<file path="src/rtl/irq_pending_dispatch.sv">
// Sticky 4-source interrupt pending register with mask, fixed priority (bit 3 highest)
// and a valid/ready offer; a source stays in service until the consumer pulses eoi.
module irq_pending_dispatch #(
    parameter bit EDGE = 1'b1
) (
    input  logic       clk,
    input  logic       rst,
    input  logic [3:0] req,
    input  logic [3:0] mask,
    input  logic       out_ready,
    input  logic       eoi,
    output logic       out_valid,
    output logic [1:0] out_id,
    output logic [3:0] pending,
    output logic       busy,
    output logic [1:0] in_service,
    output logic [3:0] overflow
);

    localparam int unsigned NSRC = 4;
    localparam int unsigned IDW  = 2;

    localparam logic [1:0] IDLE  = 2'd0;
    localparam logic [1:0] OFFER = 2'd1;
    localparam logic [1:0] BUSY  = 2'd2;

    logic [1:0]      state;
    logic [1:0]      state_nx;
    logic [NSRC-1:0] req_q;
    logic [NSRC-1:0] set;
    logic [NSRC-1:0] clr;
    logic [NSRC-1:0] eligible;
    logic [NSRC-1:0] pending_nx;
    logic [NSRC-1:0] overflow_nx;
    logic [IDW-1:0]  out_id_nx;
    logic [IDW-1:0]  in_service_nx;
    logic            accept;

    // Later (higher) indices overwrite earlier ones, so the highest set bit wins.
    function automatic logic [IDW-1:0] highest(input logic [NSRC-1:0] v);
        logic [IDW-1:0] idx;
        idx = '0;
        for (int i = 0; i < NSRC; i++) begin
            if (v[i]) idx = IDW'(i);
        end
        return idx;
    endfunction

    assign set         = EDGE ? (req & ~req_q) : req;
    assign clr         = accept ? (NSRC'(1) << out_id) : '0;
    assign eligible    = pending & ~mask;
    assign pending_nx  = set | (pending & ~clr);
    assign overflow_nx = EDGE ? (set & pending & ~clr) : '0;

    // Next-state and latched offer/service bookkeeping.
    always_comb begin
        state_nx      = state;
        out_id_nx     = out_id;
        in_service_nx = in_service;
        accept        = 1'b0;
        case (state)
            IDLE: begin
                if (|eligible) begin
                    state_nx  = OFFER;
                    out_id_nx = highest(eligible);
                end
            end
            OFFER: begin
                if (out_ready) begin
                    accept        = 1'b1;
                    in_service_nx = out_id;
                    state_nx      = BUSY;
                end
            end
            BUSY: begin
                if (eoi) state_nx = IDLE;
            end
            default: state_nx = IDLE;
        endcase
    end

    always_ff @(posedge clk) begin
        if (rst) begin
            state      <= IDLE;
            req_q      <= '0;
            pending    <= '0;
            overflow   <= '0;
            out_valid  <= 1'b0;
            out_id     <= '0;
            busy       <= 1'b0;
            in_service <= '0;
        end else begin
            state      <= state_nx;
            req_q      <= req;
            pending    <= pending_nx;
            overflow   <= overflow_nx;
            out_valid  <= (state_nx == OFFER);
            out_id     <= out_id_nx;
            busy       <= (state_nx == BUSY);
            in_service <= in_service_nx;
        end
    end

endmodule

</file>
<file path="config.mk">
export PLATFORM = sky130hd
export DESIGN_NAME = irq_pending_dispatch
export DESIGN_NICKNAME = d
export VERILOG_FILES = /design/src/rtl/irq_pending_dispatch.sv
export SDC_FILE = /design/constraint.sdc
export NUM_CORES = 1
export LEC_CHECK = 0
export CAP_MARGIN = 20
export CELL_PAD_IN_SITES_DETAIL_PLACEMENT = 0
export CELL_PAD_IN_SITES_GLOBAL_PLACEMENT = 1
export CORE_UTILIZATION = 33
export DETAILED_ROUTE_END_ITERATION = 10
export HOLD_SLACK_MARGIN = 0.02
export MAX_ROUTING_LAYER = met4
export PLACE_DENSITY_LB_ADDON = 0.3
export SLEW_MARGIN = 20
export SYNTH_ARGS = -nofsm -noshare
export SYNTH_HDL_FRONTEND = slang
export SYNTH_SLANG_ARGS = --single-unit
</file>
<file path="constraint.sdc">
create_clock -name clk -period 1.9 [get_ports clk]
set_input_delay 0.19 -clock clk [delete_from_list [all_inputs] [get_ports clk]]
set_output_delay 0.19 -clock clk [all_outputs]
set_load 0.03 [all_outputs]
</file>
==> impl_metrics.csv, run 1 <==
group,metric,value,unit
logic_synthesis,syn-num-nets,84,
final_layout,utilization,52.23,%
clock_network,post_cts_buffers,0,
placed_design,placed_cells,122,
detailed_routing,via_per_inst,4.714,
detailed_routing,wl_met2,678,um
logic_synthesis,ys_seq_area_share,57.55,%
global_routing,grt_start_max_net_pins,21,
logic_synthesis,synth_compound_area_share,15.29,%
logic_synthesis,synthTopCellsByArea,"dfxtp_1, nand2b_1, a21oi_1, nor2b_1, nor3_1",
global_routing,antenna_found_initial,0,
detailed_routing,drcViolationCount,0,
clock_network,cts_sinks,20,
detailed_routing,dr_total_vias,594,
clock_network,cts-htree-levels,1,
logic_synthesis,ys_ff_latch,20,
detailed_routing,dr_wl_met3,76,um
worst_setup_path,crit_fanout,5,
status,status,"completed",
floorplanning,fp-row-count,16,
final_layout,fin_cells,126,
floorplanning,core-area,1962,um2
logic_synthesis,netlist.area_leader.share,57.55,%
clock_network,postCtsResizedCells,0,
detailed_routing,drt_iter0_drc,5,
logic_synthesis,synth_mux_area_share,0,%
detailed_routing,wl_met1,660,um
timing,period_share,85.78,%
worst_setup_path,slowest_delay,700,ps
clock_network,clockRootBuffer,"clkbuf_4",
clock_network,clk-insertion-delay-late,310,ps
detailed_routing,first_pass_iters,4,
worst_setup_path,cp_top_family,"buffers and inverters",
detailed_routing,wl_per_cell,11.46,um
floorplanning,die_h,47.92,um
timing,finalCriticalPeriod,1630,ps
placed_design,dp_hpwl,1.056,mm
detailed_routing,wl,1.444,mm
floorplanning,design.die.area,2296,um2
worst_setup_path,cp-start-kind,"flop",
timing,setup_viol,0,
logic_synthesis,synth.avg_cell_area,9.662,um2
logic_synthesis,synthXorXnorAreaFrac,0,%
final_layout,final_area,1025,um2
logic_synthesis,synth_top_family_by_area,"simple AND/OR/NAND/NOR gates",
final_layout,n_antenna_cell,0,
global_routing,grt_pass1_wl,2.283,mm
placed_design,port_buffers,25,
hold_path,hp-class,"in2reg",
clock_network,clk_path_buf_depth,2,
final_layout,drive_above_1_share,7.071,%
logic_synthesis,synthCells,72,
logic_synthesis,synth_top_area_cell,"dfxtp_1",
global_routing,gr-total-overflow,0,
detailed_routing,final_antenna_net_count,0,
worst_setup_path,slowest_stage,"clkdlybuf4s50_1",
logic_synthesis,synthAdderAreaFrac,0,%
clock_network,numCtsBuffers,3,
final_layout,nets,112,
placed_design,postPlaceCellArea,972.2,um2
placed_design,gp_congestion,0.7354,
worst_setup_path,crit_chain,"clkdlybuf4s50_1",
placed_design,place_ws,372.0,ps
global_routing,grtUsageTotal,15.26,%
floorplanning,pin_count,26,
clock_network,ctsHoldBuffers,0,
worst_setup_path,path_buf_inv,1,
floorplanning,fp.dieW,47.92,um
clock_network,cts_tree,"done",
power_and_ir_drop,leakage,0.3676,nW
job,drv_cap,0,
timing,max_freq,613.6,MHz
global_routing,grt_pass1_vias,553,
worst_setup_path,crit_type,"reg2out",
timing,rsz0062_at_grt,"false",
worst_setup_path,cp-end-kind,"primary output",
floorplanning,start_util,35.46,%
logic_synthesis,yosys.area_share.simple,25.00,%
timing,setup_ws,270.2,ps
detailed_routing,top_layer,"met4",
clock_network,clkSlewWorstSetupHoldPaths,120,ps
worst_setup_path,worstPathArrival,1440,ps
power_and_ir_drop,ir_drop,543.2,uV
timing,timing_hold_violations_final,0,
timing,slew_headroom,53.56,%
final_layout,fillers,208,
timing,skew,9.001,ps
timing,setup_tns,0,ps
logic_synthesis,synth_warnings,0,
power_and_ir_drop,power_density,962.5,nW/um2
logic_synthesis,yosysUniqueCellTypes,17,
timing,drv_slew,0,
final_layout,syn_to_final_growth,47.30,%
logic_synthesis,synth_area,695.7,um2
worst_setup_path,required,1710,ps
timing,tightest_slew,694.4,ps
logic make-up (layout without fill, tap and decap cells):
group | after synthesis | in the layout
compound gates | 17 | 17
buf+inv | 4 | 31
flops | 20 | 20
simple gates | 31 | 31
final timing paths:
path / from / cells after the start / endpoint / slack [ps]
setup / recovery: out_id[1]$_SDFFE_PP0P_ / 1 / out_id[1] / 270
hold / removal: req[3] / 2 / req_q[3]$_SDFF_PP0_ / 460
setup reg to reg: state[0]$_SDFF_PP0_ / 3 / pending[0]$_SDFF_PP0_ / 640
hold reg to reg: in_service[1]$_SDFFE_PP0P_ / 2 / in_service[1]$_SDFFE_PP0P_ / 470
metal layers:
| layer | GRT usage (%) | vias to the layer above |
|---|---|---|
| li1 | - | 300 |
| met1 | 17.85 | 273 |
| met2 | 23.24 | 17 |
| met3 | 3.396 | 4 |
| met4 | 10.00 | 0 |
| met5 | - | - |
through the flow:
stage	hold slack, ps	power (W)
floorplan	318.2	0.0005720
global placement	454.9	0.0006465
detailed placement	458.4	0.0006484
CTS	438.0	0.001002
global route	462.2	0.001029
finish	457.1	0.0009864
layout make-up:
class / instances / area [um2] / area share [%]
clock buffers: 3 / 22.52 / 2.198
inverters: 2 / 7.507 / 0.7326
flip-flops and latches: 20 / 400.4 / 39.07
clock inverters: 1 / 30.03 / 2.930
multi-input cells: 48 / 280.3 / 27.35
repair buffers: 25 / 250.2 / 24.42
well taps: 27 / 33.78 / 3.297
registers in the layout (all words and copies together) (netlist names):
signal / cells
pending: 4
overflow: 4
out_id: 2
in_service: 2
busy: 1
state: 2
req_q: 4
out_valid: 1
synthesized netlist by cell type:
cell / number
nor3_1: 6
nor2_1: 5
nand2_1: 2
nand3b_1: 1
a311oi_1: 1
a21oi_1: 9
a21boi_2: 2
dfxtp_1: 20
inv_1: 2
clkbuf_1: 2
nor2b_1: 5
nand2b_1: 9
o31ai_1: 2
nand4b_1: 1
nor2_2: 1
nor3b_1: 1
o21ai_0: 3
where the power goes:
| group | internal (W) | switching [W] | leakage, nW |
|---|---|---|---|
| logic | 0.0000816 | 0.0000885 | 0.175 |
| clock network | 0.000213 | 0.000135 | 0.0279 |
| registers | 0.000447 | 0.0000209 | 0.165 |
| total | 0.000742 | 0.000244 | 0.368 |
layout by cell type (no fill, tap or decap):
master and instances:
a21boi_2 2, a21oi_1 9, a311oi_1 1, bufinv_16 1
clkbuf_4 3, clkdlybuf4s50_1 25, dfxtp_1 20, inv_1 2
nand2_1 2, nand2b_1 9, nand3b_1 1, nand4b_1 1
nor2_1 5, nor2_2 1, nor2b_1 5, nor3_1 6
nor3b_1 1, o21ai_0 3, o31ai_1 2
No activity file was read; power rests on OpenSTA's default activity.
==> run 2, diff against run 1 <==
--- a/config.mk
+++ b/config.mk
@@ -10,7 +10,7 @@
 export CELL_PAD_IN_SITES_GLOBAL_PLACEMENT = 1
 export CORE_UTILIZATION = 33
 export DETAILED_ROUTE_END_ITERATION = 10
-export HOLD_SLACK_MARGIN = 0.02
+export HOLD_SLACK_MARGIN = 0.15
 export MAX_ROUTING_LAYER = met4
 export PLACE_DENSITY_LB_ADDON = 0.3
 export SLEW_MARGIN = 20
==> results of run 2 <==
Final layout, timing and power as in run 1 (identical DEF).
